### src/rtl/key_scan_pkg.sv
// rtl/key_scan_pkg.sv - shared types and helpers for the key scanner / LED multiplexer
//
// Purpose : VKEY event field positions, scanner FSM state type, Gray-code
//           conversion and lowest-set-bit priority encoder.
// Ports   : none (package)

package key_scan_pkg;

  // Event word layout presented on VKEY
  localparam int VKEY_W    = 16;
  localparam int KEV_BIT   = 15;  // 1 = press, 0 = release
  localparam int SENSE_LSB = 8;   // 4-bit sense (return line) index
  localparam int SENSE_W   = 4;
  localparam int SCAN_LSB  = 0;   // 8-bit scan line index
  localparam int SCAN_W    = 8;

  typedef enum logic [1:0] {
    IDLE     = 2'd0,
    PRESS_DB = 2'd1,
    HELD     = 2'd2,
    REL_DB   = 2'd3
  } scan_state_e;

  function automatic logic [7:0] bin2gray(input logic [7:0] b);
    return b ^ (b >> 1);
  endfunction

  // Index of the lowest set bit; 0 for an all-zero input (callers qualify
  // with a separate any-bit-set test).
  function automatic logic [3:0] lowest_set(input logic [15:0] v);
    logic [3:0] r;
    r = 4'd0;
    for (int i = 15; i >= 0; i--) begin
      if (v[i]) r = 4'(i);
    end
    return r;
  endfunction

endpackage

### src/rtl/key_event_fifo.sv
// rtl/key_event_fifo.sv - small event queue between the key scanner and the host
//
// Purpose : power-of-two deep FIFO. A push while full is accepted only when
//           a pop is accepted in the same cycle; a pop while empty is ignored.
// Ports   : clk_i, rst_i (sync, active-high)
//           push_i, data_i  - write request and data
//           pop_i           - read strobe
//           full_o, empty_o - occupancy flags
//           head_o          - oldest entry (undefined while empty)

module key_event_fifo #(
  parameter int WIDTH = 16,
  parameter int DEPTH = 4
) (
  input  logic             clk_i,
  input  logic             rst_i,
  input  logic             push_i,
  input  logic [WIDTH-1:0] data_i,
  input  logic             pop_i,
  output logic             full_o,
  output logic             empty_o,
  output logic [WIDTH-1:0] head_o
);

  localparam int AW = $clog2(DEPTH);

  // Pointers carry one extra wrap bit so full and empty are distinguishable.
  logic [AW:0]      wr_q, wr_d;
  logic [AW:0]      rd_q, rd_d;
  logic [WIDTH-1:0] mem_q [DEPTH];
  logic             do_push;
  logic             do_pop;

  assign empty_o = (wr_q == rd_q);
  assign full_o  = (wr_q[AW] != rd_q[AW]) && (wr_q[AW-1:0] == rd_q[AW-1:0]);
  assign do_pop  = pop_i && !empty_o;
  // When full, the slot being written is the one being popped this cycle.
  assign do_push = push_i && (!full_o || do_pop);

  always_comb begin
    wr_d = wr_q;
    rd_d = rd_q;
    if (do_push) wr_d = wr_q + 1'b1;
    if (do_pop)  rd_d = rd_q + 1'b1;
  end

  always_ff @(posedge clk_i) begin
    if (rst_i) begin
      wr_q <= '0;
      rd_q <= '0;
    end else begin
      wr_q <= wr_d;
      rd_q <= rd_d;
    end
  end

  always_ff @(posedge clk_i) begin
    if (do_push) mem_q[wr_q[AW-1:0]] <= data_i;
  end

  assign head_o = mem_q[rd_q[AW-1:0]];

endmodule

### src/rtl/key_scan_led_mux.sv
// rtl/key_scan_led_mux.sv - multiplexed keypad scanner with debounce, event queue and LED mux
//
// Purpose : steps a scan address through N_SCAN lines, debounces one key at a
//           time, queues press/release events for the host and serialises
//           the LED pattern on the same scan address.
// Ports   : CLK, RST (sync, active-high)
//           KB       - key return lines, active-high, already synchronised
//           KD       - scan address to the decoder (Gray or binary)
//           LED      - LED pattern, bit i shown while scanning line i
//           LED_OUT  - multiplexed LED data
//           INT      - active-low, low while an event is queued
//           VKEY     - queue head {press, 000, sense[3:0], scan[7:0]}, 0 when empty
//           VKEY_ACK - pop strobe
//           OVF      - sticky event-dropped flag, cleared by an accepted pop

module key_scan_led_mux
  import key_scan_pkg::*;
#(
  parameter  int CLK_DIV_W  = 13,
  parameter  int N_SCAN     = 8,
  parameter  int N_SENSE    = 5,
  parameter  int DEBOUNCE   = 4,
  parameter  int FIFO_DEPTH = 4,
  parameter  int GRAY_SCAN  = 1,
  parameter  int REL_EVT    = 1,
  localparam int SW         = $clog2(N_SCAN)
) (
  input  logic               CLK,
  input  logic               RST,
  input  logic [N_SENSE-1:0] KB,
  output logic [SW-1:0]      KD,
  input  logic [N_SCAN-1:0]  LED,
  output logic               LED_OUT,
  output logic               INT,
  output logic [15:0]        VKEY,
  input  logic               VKEY_ACK,
  output logic               OVF
);

  localparam logic [3:0] DB = 4'(DEBOUNCE);

  // Scan timing
  logic [CLK_DIV_W-1:0] div_q, div_d;
  logic [SW-1:0]        idx_q, idx_d, idx_nxt;
  logic [SW-1:0]        kd_q, kd_d;
  logic                 led_q, led_d;
  logic                 tick;

  // Debounce FSM
  scan_state_e          state_q, state_d;
  logic [SW-1:0]        line_q, line_d;
  logic [3:0]           code_q, code_d;
  logic [3:0]           cnt_q, cnt_d;
  logic [3:0]           cnt_inc;
  logic                 kb_any;
  logic [3:0]           kb_code;
  logic                 visit;

  // Event path
  logic                 push;
  logic                 push_press;
  logic [SW-1:0]        evt_line;
  logic [3:0]           evt_code;
  logic [VKEY_W-1:0]    evt;
  logic                 fifo_full;
  logic                 fifo_empty;
  logic [VKEY_W-1:0]    fifo_head;
  logic                 pop_ok;
  logic                 ovf_q, ovf_d;

  // ---------------------------------------------------------------------
  // Divider and scan index. KB is sampled in the last cycle of each dwell,
  // which is the same edge that moves to the next line.
  // ---------------------------------------------------------------------
  assign tick    = &div_q;
  assign idx_nxt = (idx_q == SW'(N_SCAN - 1)) ? '0 : idx_q + 1'b1;

  always_comb begin
    div_d = div_q + 1'b1;
    idx_d = idx_q;
    kd_d  = kd_q;
    led_d = led_q;
    if (tick) begin
      idx_d = idx_nxt;
      kd_d  = (GRAY_SCAN != 0) ? SW'(bin2gray(8'(idx_nxt))) : idx_nxt;
      led_d = LED[idx_nxt];
    end
  end

  always_ff @(posedge CLK) begin
    if (RST) begin
      div_q <= '0;
      idx_q <= '0;
      kd_q  <= '0;
      led_q <= 1'b0;
    end else begin
      div_q <= div_d;
      idx_q <= idx_d;
      kd_q  <= kd_d;
      led_q <= led_d;
    end
  end

  // ---------------------------------------------------------------------
  // Debounce FSM. Only the captured line is watched once a key is being
  // tracked; everything else is ignored until we are back in IDLE.
  // ---------------------------------------------------------------------
  assign kb_any  = |KB;
  assign kb_code = lowest_set(16'(KB));
  assign visit   = (idx_q == line_q);
  assign cnt_inc = cnt_q + 4'd1;

  always_comb begin
    state_d    = state_q;
    line_d     = line_q;
    code_d     = code_q;
    cnt_d      = cnt_q;
    push       = 1'b0;
    push_press = 1'b0;
    evt_line   = line_q;
    evt_code   = code_q;
    if (tick) begin
      unique case (state_q)
        IDLE: begin
          if (kb_any) begin
            line_d   = idx_q;
            code_d   = kb_code;
            cnt_d    = 4'd1;
            evt_line = idx_q;
            evt_code = kb_code;
            // A debounce count of one accepts the press on the capture visit.
            if (DB == 4'd1) begin
              push       = 1'b1;
              push_press = 1'b1;
              state_d    = HELD;
            end else begin
              state_d = PRESS_DB;
            end
          end
        end
        PRESS_DB: begin
          if (visit) begin
            if (kb_any && (kb_code == code_q)) begin
              cnt_d = cnt_inc;
              if (cnt_inc == DB) begin
                push       = 1'b1;
                push_press = 1'b1;
                state_d    = HELD;
              end
            end else begin
              state_d = IDLE;
            end
          end
        end
        HELD: begin
          if (visit && !kb_any) begin
            cnt_d = 4'd1;
            if (DB == 4'd1) begin
              push    = (REL_EVT != 0);
              state_d = IDLE;
            end else begin
              state_d = REL_DB;
            end
          end
        end
        REL_DB: begin
          if (visit) begin
            if (!kb_any) begin
              cnt_d = cnt_inc;
              if (cnt_inc == DB) begin
                push    = (REL_EVT != 0);
                state_d = IDLE;
              end
            end else begin
              state_d = HELD;
            end
          end
        end
        default: state_d = IDLE;
      endcase
    end
  end

  always_ff @(posedge CLK) begin
    if (RST) begin
      state_q <= IDLE;
      line_q  <= '0;
      code_q  <= '0;
      cnt_q   <= '0;
    end else begin
      state_q <= state_d;
      line_q  <= line_d;
      code_q  <= code_d;
      cnt_q   <= cnt_d;
    end
  end

  always_comb begin
    evt                             = '0;
    evt[KEV_BIT]                    = push_press;
    evt[SENSE_LSB +: SENSE_W]       = evt_code;
    evt[SCAN_LSB +: SCAN_W]         = 8'(evt_line);
  end

  // ---------------------------------------------------------------------
  // Event queue and host-side flags
  // ---------------------------------------------------------------------
  key_event_fifo #(
    .WIDTH (VKEY_W),
    .DEPTH (FIFO_DEPTH)
  ) u_fifo (
    .clk_i   (CLK),
    .rst_i   (RST),
    .push_i  (push),
    .data_i  (evt),
    .pop_i   (VKEY_ACK),
    .full_o  (fifo_full),
    .empty_o (fifo_empty),
    .head_o  (fifo_head)
  );

  assign pop_ok = VKEY_ACK && !fifo_empty;

  // A pop wins over a same-cycle drop: when full, a pop frees the slot so
  // the push is not dropped anyway.
  always_comb begin
    ovf_d = ovf_q;
    if (pop_ok) begin
      ovf_d = 1'b0;
    end else if (push && fifo_full) begin
      ovf_d = 1'b1;
    end
  end

  always_ff @(posedge CLK) begin
    if (RST) begin
      ovf_q <= 1'b0;
    end else begin
      ovf_q <= ovf_d;
    end
  end

  assign KD      = kd_q;
  assign LED_OUT = led_q;
  assign INT     = fifo_empty;
  assign VKEY    = fifo_empty ? '0 : fifo_head;
  assign OVF     = ovf_q;

endmodule

### config.mk
export PLATFORM = sky130hd
export DESIGN_NAME = key_scan_led_mux
export DESIGN_NICKNAME = d
export VERILOG_FILES = /design/src/rtl/key_scan_pkg.sv /design/src/rtl/key_event_fifo.sv /design/src/rtl/key_scan_led_mux.sv
export SDC_FILE = /design/constraint.sdc
export NUM_CORES = 1
export LEC_CHECK = 0
export ABC_AREA = 1
export BUFFER_PORTS_ARGS = -buffer_cell sky130_fd_sc_hd__buf_4
export CELL_PAD_IN_SITES_DETAIL_PLACEMENT = 0
export CELL_PAD_IN_SITES_GLOBAL_PLACEMENT = 1
export CORE_MARGIN = 2
export CORE_UTILIZATION = 47
export DETAILED_ROUTE_END_ITERATION = 10
export PLACE_DENSITY = 0.84
export SYNTH_ARGS = -nofsm -noshare
export SYNTH_HDL_FRONTEND = slang
export SYNTH_HIERARCHICAL = 1
export SYNTH_SLANG_ARGS = --single-unit
export TNS_END_PERCENT = 30
### constraint.sdc
create_clock -name CLK -period 3.4 [get_ports CLK]
set_input_delay 0.34 -clock CLK [delete_from_list [all_inputs] [get_ports CLK]]
set_output_delay 0.34 -clock CLK [all_outputs]
set_load 0.01 [all_outputs]
==> impl_metrics.csv <==
group,metric,value,unit
global_routing,grt_pass1_wl,15600,um
critical_path,path_cells,"ha_1 -> nand2_1 -> nor2_4 -> nand2_1 -> nor2_1 -> nand2_1 -> nor2_4 -> inv_1 -> nor3_2 -> inv_1 -> a21oi_1 -> nand2_2 -> nor2_1 -> buf_4",
pwr,ir_worst_vdd,0.164,mV
pwr,p_leak,2.39,nW
critical_path,worstPathMaxFanout,16,
clocking,clock-sinks,105,
yosys,synth_seq_cells,105,
die,start_util,0.477,
route,dr.first_iter.drc_count,153,
die,die_y,105,um
yosys,yosysTopAreaCell,"edfxtp_1",
placed_design,placed_area,5380,um2
die,num_rows,37,
flow_run,drv_cap,0,
pwr,internal-power,1.77,mW
worst_hold_path,hold_class,"primary input to flip-flop",
global_routing,grt_pass1_vias,3321,
clocking,ctsResizeCount,0,
clocking,postCtsHoldBufs,0,
pwr,seqPwrFrac,0.613,
clocking,cts_made_buffers,9,
yosys,synth_top_area_share,0.398,
die,fp.dieW,105,um
outcome,status,"finished clean",
critical_path,crit_type,"flip-flop to flip-flop",
die,die_area,11100,um2
final_layout,final_util,0.551,
route,num_vias,3529,
die,fp.coreArea,10100,um2
sta,finalSetupViolCount,0,
route,vias_per_cell,4.72,
sta,fmax,378,MHz
final_layout,drive_gt1_frac,0.146,
route,finalWirelength,9170,um
critical_path,r2r_start,"div_q[0]",
yosys,ys_top_cells_by_area,"edfxtp_1, dfxtp_1, nor2_1, inv_1, nand2_1",
critical_path,critPathMaxStageDelay,0.36,ns
final_layout,n_antenna_cell,0,
critical_path,cpMaxStageDelayCell,"dfxtp_1",
clocking,clockRootBuffer,"clkbuf_8",
yosys,synth_ff_type,"edfxtp_1",
clocking,postCtsSetupBuffers,0,
clocking,ctsHtreeMaxLevel,3,
yosys,syn_area_per_cell,9.00,um2
sta,fin_tns_setup,0,ns
route,ant_nets,0,
sta,whs,0.285,ns
global_routing,antenna_found_initial,0,
yosys,synthCells,537,
sta,maxSlewViolCount,0,
critical_path,critPathLaunchType,"flip-flop",
sta,rsz0062_at_grt,"no",
placed_design,dpl.hpwl,6680,um
sta,finalClockSkew,0.00989,ns
sta,min_period,2.65,ns
critical_path,required,3.46,ns
final_layout,syn_to_final_growth,15.5,%
placed_design,port_buffers,37,
yosys,netlist_area,4830,um2
route,wl_per_cell,12.3,um
global_routing,grt-ovfl-total,0,
critical_path,critPathArrivalTime,2.70,ns
pwr,power_frac_comb,0.023,
global_routing,grt_start_max_net_pins,33,
sta,worst_slack,0.755,ns
critical_path,critPathMostFrequentCell,"nand2_1",
pwr,switching_share,0.193,
clocking,cts_buffer_depth,2,
global_routing,track_usage,0.178,
pwr,pwr_density_cell,392,nW/um2
critical_path,worst_setup_path_end_kind,"flip-flop",
yosys,synth_seq_area_share,0.567,
yosys,ys_async_sr_fraction,0,
route,first_pass_iters,4,
clocking,clk_pin_slew,0.08,ns
yosys,yosysWarningCount,6,
pwr,p_clk_frac,0.363,
placed_design,place_congestion,0.816,
sta,worst_pin_slew,0.594,ns
sta,period_share,0.778,
sta,final-hold-violation-count,0,
sta,relSlewSlack,0.603,
die,num_io_pins,38,
final_layout,stdcell_area,5590,um2
final_layout,fin_nets,631,
clocking,cts_tree,"done",
route,drc,0,
clocking,clk_latency,0.36,ns
yosys,synth-edff-count,64,
yosys,synthDistinctLibCells,39,
critical_path,critPathLaunch,"div_q[0]",
placed_design,dp_slack,0.752,ns
worst_hold_path,holdCritStartpoint,"VKEY_ACK",
pwr,p_sw,0.422,mW
[metal layers]
| metal | global-route usage | part of all wire | vias up |
|---|---|---|---|
| li1 | - | - | 1869 |
| met1 | 0.241 | 0.47 | 1572 |
| met2 | 0.286 | 0.46 | 76 |
| met3 | 0.0402 | 0.047 | 12 |
| met4 | 0.0552 | 0.015 | 0 |
| met5 | 0 | 0 | - |
[through the flow]
stage | power (mW) | cells
floorplan | 1.40 | 568
global placement | 1.42 | 731
detailed placement | 1.42 | 731
CTS | 2.22 | 747
global route | 2.29 | 747
finish | 2.19 | 747
[registers in the layout (all words and copies together) (netlist names), named ones only]
signal        cells
state_q           2
LED_OUT           1
div_q            13
u_fifo/mem_q     64
code_q            4
cnt_q             4
KD                2
OVF               1
idx_q             3
line_q            3
u_fifo/rd_q       3
u_fifo/wr_q       3
[final cells by class]
type / count / area (um2)
Fill cell: 918 / 4550
Sequential cell: 105 / 2740
Multi-Input combinational cell: 365 / 1830
Timing Repair Buffer: 42 / 315
Inverter: 83 / 314
Clock buffer: 14 / 174
Tap cell: 136 / 170
Clock inverter: 2 / 36.3
[cell families after synthesis]
kind of cell,share of synthesized area
flip-flops,0.567
other,0.000776
adder cells (fa/ha/maj),0.0233
AO/OA/AOI/OAI,0.111
buffers and inverters,0.0776
AND/OR/NAND/NOR,0.203
XOR/XNOR,0.0179
[critical path, delay by kind of cell, from the launching register on]
kind / cells / cell delay (ns)
AOI/OAI and AO/OA: 1 / 0.28
buffers and inverters: 3 / 0.42
and+or+nand+nor: 9 / 1.09
adders and majority gates: 1 / 0.18
DFF: 1 / 0.36
[power by group through the flow]
stage,Clock [mW],Combinational (mW),Sequential (mW)
floorplan,0,0.0280,1.37
global placement,0,0.0490,1.37
detailed placement,0,0.0503,1.37
CTS,0.825,0.0503,1.34
global route,0.881,0.0595,1.35
finish,0.796,0.0510,1.34
[path summary, 6_finish.rpt]
path	endpoint	slack [ns]	cells past startpoint
max	u_fifo/mem_q[3][2]	0.75	14
min	u_fifo/rd_q[2]	0.29	3
max reg2reg	u_fifo/mem_q[3][2]	0.75	14
min reg2reg	div_q[0]	0.46	1
[cells in the final DEF (no fill, tap or decap), types with 7 or more instances in the layout]
cell type,count
o21ai_1,30
o21ai_0,18
nor2_1,90
inv_1,76
buf_4,42
dfxtp_1,41
ha_1,9
nand2_1,71
clkbuf_8,10
edfxtp_1,64
conb_1,32
o22ai_1,16
nor3_1,7
a21oi_1,20
nand2_2,8
nand3_1,22
[cell usage after synthesis (4+ instances only)]
master	number
o21ai_2	4
nand2_1	71
nor3_1	7
nand2_2	8
dfxtp_1	41
inv_2	5
ha_1	9
xnor2_1	4
o21ai_0	18
xor2_1	4
a21oi_1	20
clkbuf_1	11
nand4_1	5
nand3_1	22
edfxtp_1	64
nor2_2	6
nor2_1	90
o22ai_1	16
o21ai_1	30
inv_1	76
(Power assumes the default switching activity.)
